==> src/rtl/spi_frame_serializer_pkg.sv <==
`default_nettype none
// ============================================================================
//  Module      : spi_frame_pkg
//  Description : Shared types and helpers for the SPI frame serializer:
//                FSM state enum, frame-length derivation and the default
//                command / register-address constants of the ESP link.
//  Revision    : 1.0  initial release
// ============================================================================
package spi_frame_pkg;

    // Serializer FSM states
    typedef enum logic [1:0] {
        ST_IDLE = 2'd0,
        ST_SEND = 2'd1,
        ST_DONE = 2'd2
    } state_t;

    // Default first byte of a frame (ESP "write registers" command)
    localparam logic [7:0] CMD_WRITE     = 8'h02;
    // Default ESP register address sent as the second byte
    localparam logic [7:0] ESP_BASE_ADDR = 8'h00;

    // Number of bytes in one frame: command + address + payload (+ checksum)
    function automatic int calc_total(input int num_channels,
                                      input int bytes_per_channel,
                                      input int checksum_en);
        return 2 + num_channels * bytes_per_channel + ((checksum_en != 0) ? 1 : 0);
    endfunction

endpackage : spi_frame_pkg
`default_nettype wire

==> src/rtl/spi_frame_serializer_if.sv <==
`default_nettype none
// ============================================================================
//  Module      : spi_frame_serializer_if
//  Description : Byte handshake between the frame serializer and the SPI
//                slave core.
//                  di_req    : core requests the next byte
//                  write_ack : core acknowledges a byte (rising edge counts)
//                  tx_byte   : byte presented to the core
//                  wren      : tx_byte valid, held until acknowledged
//                master = serializer side, slave = SPI core side.
//  Revision    : 1.0  initial release
// ============================================================================
interface spi_frame_serializer_if;

    logic       di_req;
    logic       write_ack;
    logic [7:0] tx_byte;
    logic       wren;

    modport master (
        input  di_req,
        input  write_ack,
        output tx_byte,
        output wren
    );

    modport slave (
        output di_req,
        output write_ack,
        input  tx_byte,
        input  wren
    );

endinterface : spi_frame_serializer_if
`default_nettype wire

==> src/rtl/spi_frame_byte_mux.sv <==
`default_nettype none
// ============================================================================
//  Module      : spi_frame_byte_mux
//  Description : Combinational payload byte selector. Maps frame byte index
//                k (k=0 command, k=1 address, k>=2 payload) onto the latched
//                frame, honouring the per-word byte order.
//  Ports       : i_frame  latched frame, channel c at [(c+1)*BPC*8-1 : c*BPC*8]
//                i_k      frame byte index
//                o_byte   payload byte for index k (0 outside the payload)
//  Revision    : 1.0  initial release
// ============================================================================
module spi_frame_byte_mux #(
    parameter int NUM_CHANNELS      = 8,
    parameter int BYTES_PER_CHANNEL = 4,
    parameter int MSB_FIRST         = 0,
    parameter int K_W               = 6
) (
    input  wire logic [NUM_CHANNELS*BYTES_PER_CHANNEL*8-1:0] i_frame,
    input  wire logic [K_W-1:0]                              i_k,
    output logic      [7:0]                                  o_byte
);

    localparam int NBYTES = NUM_CHANNELS * BYTES_PER_CHANNEL;

    int w_k;     // index as integer
    int w_p;     // payload byte number
    int w_b;     // byte position within the word, in transmit order
    int w_lane;  // byte lane within the word
    int w_idx;   // flat byte index into the frame vector

    always_comb begin
        w_k    = int'(i_k);
        w_p    = w_k - 2;
        w_b    = 0;
        w_lane = 0;
        w_idx  = 0;
        o_byte = '0;
        if (w_p >= 0 && w_p < NBYTES) begin
            w_b    = w_p % BYTES_PER_CHANNEL;
            w_lane = (MSB_FIRST != 0) ? (BYTES_PER_CHANNEL - 1 - w_b) : w_b;
            // start of this channel's word, then the selected lane
            w_idx  = (w_p - w_b) + w_lane;
            o_byte = i_frame[w_idx*8 +: 8];
        end
    end

endmodule : spi_frame_byte_mux
`default_nettype wire

==> src/rtl/spi_frame_serializer.sv <==
`default_nettype none
// ============================================================================
//  Module      : spi_frame_serializer
//  Description : Latches a frame of NUM_CHANNELS sensor words and streams it
//                to the SPI slave core byte by byte:
//                  CMD_BYTE, START_ADDR, payload, [checksum]
//                The checksum makes START_ADDR + payload + checksum == 0 mod 256.
//  Ports       : clock, reset_n      clock, asynchronous active-low reset
//                i_frame_data        frame to send
//                i_frame_valid       frame offered this cycle
//                o_frame_ready       high while idle (frame accepted on valid)
//                i_abort             synchronous abort of the current frame
//                spi                 byte handshake to the SPI core (master)
//                o_busy              frame in progress
//                o_frame_done        one-cycle pulse after the last acknowledge
//                o_drop_count        saturating count of frames offered busy
//  Revision    : 1.0  initial release
// ============================================================================
module spi_frame_serializer
    import spi_frame_pkg::*;
#(
    parameter int          NUM_CHANNELS      = 8,
    parameter int          BYTES_PER_CHANNEL = 4,
    parameter logic [7:0]  CMD_BYTE          = CMD_WRITE,
    parameter logic [7:0]  START_ADDR        = ESP_BASE_ADDR,
    parameter int          MSB_FIRST         = 0,
    parameter int          CHECKSUM_EN       = 1
) (
    input  wire logic                                        clock,
    input  wire logic                                        reset_n,
    input  wire logic [NUM_CHANNELS*BYTES_PER_CHANNEL*8-1:0] i_frame_data,
    input  wire logic                                        i_frame_valid,
    output logic                                             o_frame_ready,
    input  wire logic                                        i_abort,
    spi_frame_serializer_if.master                           spi,
    output logic                                             o_busy,
    output logic                                             o_frame_done,
    output logic      [7:0]                                  o_drop_count
);

    localparam int FRAME_W = NUM_CHANNELS * BYTES_PER_CHANNEL * 8;
    localparam int TOTAL   = calc_total(NUM_CHANNELS, BYTES_PER_CHANNEL, CHECKSUM_EN);
    localparam int K_W     = $clog2(TOTAL + 1);
    localparam logic [K_W-1:0] LAST_K = K_W'(TOTAL - 1);

    state_t               r_state;
    state_t               w_state_next;
    logic [FRAME_W-1:0]   r_frame;
    logic [K_W-1:0]       r_k;
    logic [7:0]           r_sum;
    logic                 r_wack_prev;
    logic [7:0]           r_tx_byte;
    logic                 r_wren;
    logic [7:0]           r_drop;

    logic                 w_ack_edge;
    logic                 w_accept;
    logic                 w_ack;
    logic                 w_load;
    logic [7:0]           w_payload_byte;
    logic [7:0]           w_next_byte;

    // ------------------------------------------------------------------
    // Handshake qualifiers. Abort beats everything in the same cycle; an
    // acknowledge edge in the same cycle as a request suppresses the load
    // so a fresh byte never replaces one that is just being acknowledged.
    // ------------------------------------------------------------------
    assign w_ack_edge = spi.write_ack & ~r_wack_prev;
    assign w_accept   = (r_state == ST_IDLE) & i_frame_valid & ~i_abort;
    assign w_ack      = (r_state == ST_SEND) & r_wren & w_ack_edge & ~i_abort;
    assign w_load     = (r_state == ST_SEND) & spi.di_req & ~r_wren & ~w_ack_edge & ~i_abort;

    spi_frame_byte_mux #(
        .NUM_CHANNELS      (NUM_CHANNELS),
        .BYTES_PER_CHANNEL (BYTES_PER_CHANNEL),
        .MSB_FIRST         (MSB_FIRST),
        .K_W               (K_W)
    ) u_byte_mux (
        .i_frame (r_frame),
        .i_k     (r_k),
        .o_byte  (w_payload_byte)
    );

    // Byte for the current index. The running sum already holds START_ADDR
    // and every payload byte when the checksum slot is reached.
    always_comb begin
        w_next_byte = w_payload_byte;
        if (r_k == '0) begin
            w_next_byte = CMD_BYTE;
        end else if (r_k == K_W'(1)) begin
            w_next_byte = START_ADDR;
        end else if ((CHECKSUM_EN != 0) && (r_k == LAST_K)) begin
            w_next_byte = 8'h00 - r_sum;
        end
    end

    // ------------------------------------------------------------------
    // FSM next state and state-decoded outputs
    // ------------------------------------------------------------------
    always_comb begin
        w_state_next  = r_state;
        o_frame_ready = 1'b0;
        o_busy        = 1'b0;
        o_frame_done  = 1'b0;
        case (r_state)
            ST_IDLE: begin
                o_frame_ready = 1'b1;
                if (w_accept) begin
                    w_state_next = ST_SEND;
                end
            end
            ST_SEND: begin
                o_busy = 1'b1;
                if (w_ack && (r_k == LAST_K)) begin
                    w_state_next = ST_DONE;
                end
            end
            ST_DONE: begin
                o_frame_done = 1'b1;
                w_state_next = ST_IDLE;
            end
            default: begin
                w_state_next = ST_IDLE;
            end
        endcase
        if (i_abort) begin
            w_state_next = ST_IDLE;
        end
    end

    // ------------------------------------------------------------------
    // Registers
    // ------------------------------------------------------------------
    always_ff @(posedge clock or negedge reset_n) begin
        if (!reset_n) begin
            r_state     <= ST_IDLE;
            r_frame     <= '0;
            r_k         <= '0;
            r_sum       <= '0;
            r_wack_prev <= 1'b0;
            r_tx_byte   <= '0;
            r_wren      <= 1'b0;
            r_drop      <= '0;
        end else begin
            r_state     <= w_state_next;
            r_wack_prev <= spi.write_ack;

            // Offers while not ready are counted, abort or not
            if (i_frame_valid && !o_frame_ready && (r_drop != 8'hFF)) begin
                r_drop <= r_drop + 8'd1;
            end

            if (i_abort) begin
                r_wren <= 1'b0;
            end else begin
                if (w_accept) begin
                    r_frame <= i_frame_data;
                    r_k     <= '0;
                    r_sum   <= '0;
                end
                if (w_ack) begin
                    r_wren <= 1'b0;
                    r_k    <= r_k + K_W'(1);
                    // the command byte is outside the checksum
                    if (r_k != '0) begin
                        r_sum <= r_sum + r_tx_byte;
                    end
                end
                if (w_load) begin
                    r_tx_byte <= w_next_byte;
                    r_wren    <= 1'b1;
                end
            end
        end
    end

    assign spi.tx_byte   = r_tx_byte;
    assign spi.wren      = r_wren;
    assign o_drop_count  = r_drop;

endmodule : spi_frame_serializer
`default_nettype wire

==> src/flat_wrapper.sv <==
// flat-port wrapper written by rule: the top's interface ports become plain ports
module spi_frame_serializer_flat import spi_frame_pkg::*;
#(
    parameter int          NUM_CHANNELS      = 8,
    parameter int          BYTES_PER_CHANNEL = 4,
    parameter logic [7:0]  CMD_BYTE          = CMD_WRITE,
    parameter logic [7:0]  START_ADDR        = ESP_BASE_ADDR,
    parameter int          MSB_FIRST         = 0,
    parameter int          CHECKSUM_EN       = 1
)
  (clock, reset_n, i_frame_data, i_frame_valid, o_frame_ready, i_abort, o_busy, o_frame_done, o_drop_count, spi_di_req, spi_write_ack, spi_tx_byte, spi_wren);
  spi_frame_serializer_if spi_i ();
  input  wire logic clock;
  input  wire logic reset_n;
  input  wire logic [NUM_CHANNELS*BYTES_PER_CHANNEL*8-1:0] i_frame_data;
  input  wire logic i_frame_valid;
  output logic o_frame_ready;
  input  wire logic i_abort;
  output logic o_busy;
  output logic o_frame_done;
  output logic      [7:0] o_drop_count;
  input wire logic [$bits(spi_i.di_req)-1:0] spi_di_req;
  input wire logic [$bits(spi_i.write_ack)-1:0] spi_write_ack;
  output wire logic [$bits(spi_i.tx_byte)-1:0] spi_tx_byte;
  output wire logic [$bits(spi_i.wren)-1:0] spi_wren;
  assign spi_i.di_req = spi_di_req;
  assign spi_i.write_ack = spi_write_ack;
  assign spi_tx_byte = spi_i.tx_byte;
  assign spi_wren = spi_i.wren;
  spi_frame_serializer #(.NUM_CHANNELS(NUM_CHANNELS), .BYTES_PER_CHANNEL(BYTES_PER_CHANNEL), .CMD_BYTE(CMD_BYTE), .START_ADDR(START_ADDR), .MSB_FIRST(MSB_FIRST), .CHECKSUM_EN(CHECKSUM_EN)) u_core (.clock(clock), .reset_n(reset_n), .i_frame_data(i_frame_data), .i_frame_valid(i_frame_valid), .o_frame_ready(o_frame_ready), .i_abort(i_abort), .spi(spi_i), .o_busy(o_busy), .o_frame_done(o_frame_done), .o_drop_count(o_drop_count));
endmodule
==> config.mk <==
export PLATFORM = sky130hd
export DESIGN_NAME = spi_frame_serializer_flat
export DESIGN_NICKNAME = d
export VERILOG_FILES = /design/src/rtl/spi_frame_serializer_pkg.sv /design/src/rtl/spi_frame_serializer_if.sv /design/src/rtl/spi_frame_byte_mux.sv /design/src/rtl/spi_frame_serializer.sv /design/src/flat_wrapper.sv
export SDC_FILE = /design/constraint.sdc
export NUM_CORES = 1
export LEC_CHECK = 0
export CAP_MARGIN = 20
export CORE_MARGIN = 1.5
export CORE_UTILIZATION = 50
export DETAILED_ROUTE_END_ITERATION = 8
export PLACE_DENSITY = 0.9
export SETUP_SLACK_MARGIN = 0.05
export SYNTH_ARGS = -nofsm -noshare
export SYNTH_HDL_FRONTEND = slang
export SYNTH_SLANG_ARGS = --single-unit
==> constraint.sdc <==
create_clock -name clock -period 6.2 [get_ports clock]
set_input_delay 0.93 -clock clock [delete_from_list [all_inputs] [get_ports clock]]
set_output_delay 0.93 -clock clock [all_outputs]
set_load 0.01 [all_outputs]
; ---- Word level (Yosys, flattened, before mapping)
; Cells that the tools add are included.
[classes]
add_sub_neg = 7
order_cmp = 2
n_eq_ne = 7
n_shift = 1
mux = 19
n_bitwise = 15
reduce_logical = 15
[op_table]
columns = op, n
row1 = 256-bit by 32-bit indexed part select with 8-bit output, 1
row2 = 8-bit two-way mux, 7
row3 = 6-bit two-way mux, 2
row4 = 1-bit bitwise AND, 11
row5 = 8-bit by 3-bit adder with 9-bit output, 1
row6 = 8-bit by 1-bit adder with 8-bit output (second input constant), 1
row7 = 8-bit adder, 1
row8 = 8-bit != test (second input constant), 1
row9 = 2-bit AND reduction, 4
row10 = 1-bit by 8-bit subtractor with 8-bit output (first input constant), 1
row11 = 7-bit by 3-bit subtractor with 8-bit output, 1
row12 = 7-bit by 1-bit >= comparator with 1-bit output (second input constant), 1
row13 = 7-bit less-than comparator (second input constant), 1
row14 = 6-bit by 2-bit subtractor with 7-bit output (second input constant), 1
row15 = 6-bit by 1-bit adder with 6-bit output (second input constant), 1
row16 = 6-bit by 1-bit == test with 1-bit output (second input constant), 1
row17 = 6-bit == test (second input constant), 1
row18 = 6-bit logical NOT, 1
row19 = 1-bit two-way mux, 6
row20 = 2-bit two-way mux, 3
row21 = 6-bit nonzero test, 1
row22 = 1-bit logical AND, 4
row23 = 1-bit inverter, 4
row24 = 2-bit one-hot mux with 2 select lines, 1
row25 = other kinds (9), 9
[word_totals]
reg_bits = 290
out_inout_bits = 20
word_cells = 74

; ---- Longest topological paths before layout
[logic_depth]
ltp_word = 10
ltp_mapped = 15
ltp_nobuf = 13

; ---- Cells and area by module
; Synthesis repeated with hierarchy kept, for this count alone.
[unflattened]
cells_unflattened = 1542
area_unflattened_um2 = 14119.8
[by_module_without_submodules]
columns = mod, instances, cells_each, area_each_um2
row1 = spi_frame_serializer, 1, 1288, 11482.3
row2 = spi_frame_byte_mux, 1, 254, 2637.5

; ---- Worst setup path before layout
; Ideal clock, no wire load.
[synth_timing]
path_kind = reg2reg
startpoint = register u_core.r_k[0]
endpoint = register u_core.r_tx_byte[2], in the netlist u_core.spi.tx_byte[2]
arrival_ns = 3.242
t_required_ns = 6.074
setup_slack_ns = 2.832
stages_incl_launch_ff = 15
n_path_buf = 3
period_less_slack_ns = 3.368
cell_sequence = dfrtp_1 buf_2 inv_2 ha_1 ha_1 inv_1 ha_1 buf_2 buf_2 mux4_2 mux2i_1 nor3_1 a31oi_1 a31oi_1 a221o_1
[synth_between]
elab_chain_len = 10
[synth_lines]
columns = item, line
row1 = start: declaration, spi_frame_serializer.sv:49  ; logic [K_W-1:0] r_k;
row2 = start signal: assignment, spi_frame_serializer.sv:163  ; r_k <= r_k + K_W'(1);
row3 = 6-bit by 2-bit subtractor with 7-bit output, spi_frame_byte_mux.sv:33  ; w_p = w_k - 2;
row4 = 2-bit OR reduction (no source line), -
row5 = 1-bit bitwise AND (no source line), -
row6 = 7-bit by 3-bit subtractor with 8-bit output, spi_frame_byte_mux.sv:42  ; w_idx = (w_p - w_b) + w_lane;
row7 = 8-bit by 3-bit adder with 9-bit output, spi_frame_byte_mux.sv:42
row8 = 256-bit by 32-bit indexed part select with 8-bit output, spi_frame_byte_mux.sv:43  ; o_byte = i_frame[w_idx*8 +: 8];
row9 = 8-bit two-way mux, spi_frame_byte_mux.sv:38  ; if (w_p >= 0 && w_p < NBYTES) begin
row10 = 8-bit two-way mux, spi_frame_serializer.sv:92  ; end else if ((CHECKSUM_EN != 0) && (r_k == LAST_K)) begin
row11 = 8-bit two-way mux, spi_frame_serializer.sv:90  ; end else if (r_k == K_W'(1)) begin
row12 = 8-bit two-way mux *, spi_frame_serializer.sv:88  ; if (r_k == '0) begin
row13 = end signal: assignment, spi_frame_serializer.sv:170  ; r_tx_byte <= w_next_byte;
row14 = end: declaration, spi_frame_serializer.sv:52  ; logic [7:0] r_tx_byte;
; Mark *: on every way between the ends. The rest lies on a longest branch, timed or not.
; A chain may end at the register's enable or synchronous reset.

; ---- Final worst setup path
; Ends and elaborated chain as after synthesis.

==> summary.txt <==
Logic synthesis
  • Mapped Cells: 1460
  • Adder-cell share of the synthesized area: 2.54%
  • Number of synthesized flops with an enable pin: 0
  • Post-Synth XOR/XNOR Area: ~1.9%
  • Post-synthesis cell type count: between 50 and 60
  • Compound-Gate Fraction of Synth Area: 2.76%
  • Synthesized area: ~0.014 mm2
  • Synth Warn #: 0
  • Synth Flop Type: dfrtp_1
  • Synthesized Nets: ~1700
  • Mux cell area share after synthesis: between 10% and 20%
  • Post-synth ARST share: between 90% and 100%
  • Average size of a mapped cell: between 9 and 10 um2
  • Simple-gate share of the synthesized area: approximately a quarter
  • Post-synthesis register bit count: slightly below 300
  • Main combinational cell family by area after synthesis: simple AND/OR/NAND/NOR gates
  • Post-synthesis sequential area ratio: a little over half

Route
  • Wirelength per Cell: around 20 um
  • Drc violations: 0
  • Avg Vias per Cell: ~5.6
  • WL final: ~42000 um
  • First-pass DRT Iterations: 5
  • Post-route ant nets: 0
  • Vias: 11792
  • Initial DRC count: approximately 1300

Floorplan
  • Core area: roughly 0.027 mm2
  • Die Width: between 150 and 200 um
  • IO Pins: around 280
  • Num rows: 60
  • Initial Util: 51.3%
  • DIE AREA: slightly below 0.03 mm2
  • Die height: about 170 um

Worst setup path
  • Worst path bufs/invs: 3
  • Reg2reg start: u_core.r_k[0]$_DFFE_PN0P_
  • Flop2flop setup slack: around 2.1 ns
  • Crit path cell chain: buf_4, inv_2, ha_1, ha_1, inv_1, ha_4, mux4_2, mux2i_1, nor3_1, a31oi_1, a31oi_1, a221o_1
  • CP max stage delay: about 0.86 ns
  • Slowest-stage cell, CP: ha_4
  • WP data required: ~6.7 ns
  • Reg2reg end: u_core.spi.tx_byte[2]$_DFFE_PN0P_
  • Crit Path Class: flop to flop
  • Setup crit end kind: flop
  • Crit path max-delay family: adder cells
  • CP Launch Type: flop
  • Crit-path max FO: 60
  • R2R depth: 12
  • Arrival @ worst endpoint: 4.59 ns

CTS
  • Total CTS buffers: 30
  • CTS tree: built
  • Post-CTS resize count: 0
  • Clk pin slew, worst setup/hold paths: around 0.060 ns
  • Clock sinks: 290
  • Clk buf depth: 3
  • Number of setup buffers added after CTS: 0
  • CTS root buffer: clkbuf_16
  • Post-CTS Hold Buffers: 0
  • Clock Latency Late Sink: ~0.57 ns
  • H-tree depth: 1

STA
  • Min Tclk post-route: 4.14 ns
  • RSZ-0062 raised after global routing: false
  • Final TNS setup: 0 ns
  • Final Max Slew Viols: 0
  • Slew headroom: 24.4%
  • Final Hold Fails: 0
  • Maximum clock rate: about 240 MHz
  • Worst Tran Pin Value: about 1.1 ns
  • Worst Skew: ~0.013 ns
  • Post-route setup slack: around 2 ns
  • Final worst-path cycle share: approximately two thirds
  • Final setup viols: 0

Final layout
  • Share of cells above drive strength 1: under 10%
  • Commonest non-fill, non-tap cells in the layout: nand2_1 (780), dfrtp_1 (290), clkdlybuf4s50_1 (280)
  • Cell Count, Final, Fillers Out: between 2000 and 2500
  • Antenna diode count: 0
  • Area growth from synthesis to layout: 28.7%
  • Commonest non-fill, non-tap cell in the layout: nand2_1
  • # nets final: approximately 2000

Place
  • Inst Count DP: ~2000
  • Port Buffers: 281
  • Placement Setup Slack: ~2.1 ns
  • Routability cong.: around 0.95
  • HPWL after detailed placement: roughly 30000 um

Power and ir drop
  • Seq pwr share: around half
  • Logic pwr share: about 18%
  • Sw frac: between 20 and 30%
  • P_sw: approximately 0.0015 W
  • Leak pwr: around 8.6 nW
  • Internal power: between 0.003 and 0.004 W
  • Pwr/cell area: between 200 and 300 mW/mm2
  • Clk pwr share: around a third
  • Worst vdd ir: about 0.00020 V

Global route
  • Total gr overflow: 0
  • Pin count of the biggest net entering global routing: around 270
  • Overall global routing resource usage: between 20 and 30%
  • Vias in the first global route: between 10000 and 15000
  • Global-route wire length before repair: about 65000 um
  • Initial antenna violation count: 1

Min path
  • Hold crit path type: input port to asynchronous set/reset pin

Outcome
  • Outcome: complete, no violations

Run
  • Max-cap violations: 0
-- cell families after synthesis --
kind of cell / Yosys count
adder cells (fa/ha/maj): 27
flip-flops: 290
XOR/XNOR: 28
buffers and inverters: 100
multiplexers: 101
AND/OR/NAND/NOR: 853
AO/OA/AOI/OAI: 61
-- per-stage QoR --
stage,util [%],hold slack (ns),power [W],instance area [um2]
final,66.0,0.437,0.00521,17900
after global routing,66.0,0.501,0.00540,17900
after CTS,66.0,0.478,0.00520,17900
after detailed placement,62.5,0.460,0.00345,16900
after global placement,62.5,0.455,0.00340,16900
after floorplan,-,0.440,0.00293,13900
-- worst max-delay path by stage --
stage | slack, ns | cells after the start | endpoint | start
after global routing | 1.78 | 12 | u_core.spi.tx_byte[2]$_DFFE_PN0P_ | u_core.r_k[0]$_DFFE_PN0P_
after floorplan | 2.83 | 14 | u_core.spi.tx_byte[2]$_DFFE_PN0P_ | u_core.r_k[0]$_DFFE_PN0P_
after detailed placement | 2.11 | 12 | u_core.spi.tx_byte[2]$_DFFE_PN0P_ | u_core.r_k[0]$_DFFE_PN0P_
after CTS | 2.05 | 12 | u_core.spi.tx_byte[2]$_DFFE_PN0P_ | u_core.r_k[0]$_DFFE_PN0P_
final | 2.06 | 12 | u_core.spi.tx_byte[2]$_DFFE_PN0P_ | u_core.r_k[0]$_DFFE_PN0P_
after global placement | 2.30 | 12 | u_core.spi.tx_byte[2]$_DFFE_PN0P_ | u_core.r_k[0]$_DFFE_PN0P_
-- registers in the layout, indices dropped and copies added, names as in the netlist --
| name | cells |
|---|---|
| u_core.r_frame | 256 |
| u_core.o_drop_count | 8 |
| u_core.r_sum | 8 |
| u_core.spi.tx_byte | 8 |
| u_core.r_k | 6 |
| u_core.r_state | 2 |
| u_core.r_wack_prev | 1 |
| u_core.spi.wren | 1 |
-- layer usage --
metal | track usage [%] | wire (um) | up-vias
met5 | 0 | 0 | -
met4 | 15.1 | 2500 | 0
met3 | 5.92 | 3830 | 152
met2 | 48.3 | 20100 | 708
met1 | 37.4 | 15600 | 5711
li1 | - | - | 5221
-- power groups by stage --
stage | sequential, W | clock (W) | combinational (W)
2_1_floorplan | 0.00240 | 0 | 0.000533
3_3_place_gp | 0.00252 | 0 | 0.000879
3_5_place_dp | 0.00252 | 0 | 0.000926
4_1_cts | 0.00250 | 0.00175 | 0.000946
5_1_grt | 0.00254 | 0.00182 | 0.00104
6_report | 0.00252 | 0.00174 | 0.000946
-- synthesized netlist by cell type (all sizes together) (2+ instances only) --
| library cell | instances | area [um2] |
|---|---|---|
| a21o | 3 | 22.5 |
| a21oi | 12 | 60.1 |
| a221o | 2 | 20.0 |
| a22oi | 5 | 37.5 |
| a311o | 2 | 20.0 |
| a31oi | 9 | 56.3 |
| and2 | 2 | 12.5 |
| and3 | 2 | 12.5 |
| buf | 30 | 181 |
| clkbuf | 52 | 195 |
| dfrtp | 290 | 7260 |
| fa | 2 | 40.0 |
| ha | 25 | 313 |
| inv | 18 | 67.6 |
| mux2 | 5 | 56.3 |
| mux2i | 30 | 300 |
| mux4 | 66 | 1490 |
| nand2 | 780 | 2930 |
| nand2b | 5 | 31.3 |
| nand3 | 18 | 90.1 |
| nand4 | 5 | 46.3 |
| nor2 | 18 | 75.1 |
| nor2b | 5 | 31.3 |
| nor3 | 9 | 56.3 |
| o211ai | 2 | 15.0 |
| o21ai | 19 | 95.1 |
| o31ai | 2 | 15.0 |
| o41ai | 2 | 17.5 |
| xnor2 | 13 | 114 |
| xor2 | 15 | 150 |
-- final cells by class --
type	count	area, um2
inverters	18	67.6
fillers	1959	9210
clock buffers	41	832
flip-flops and latches	290	7260
repair buffers	288	2910
multi-input cells	1070	6230
well taps	372	465
clock inverters	14	128
Power figures use the tool's default switching activity.
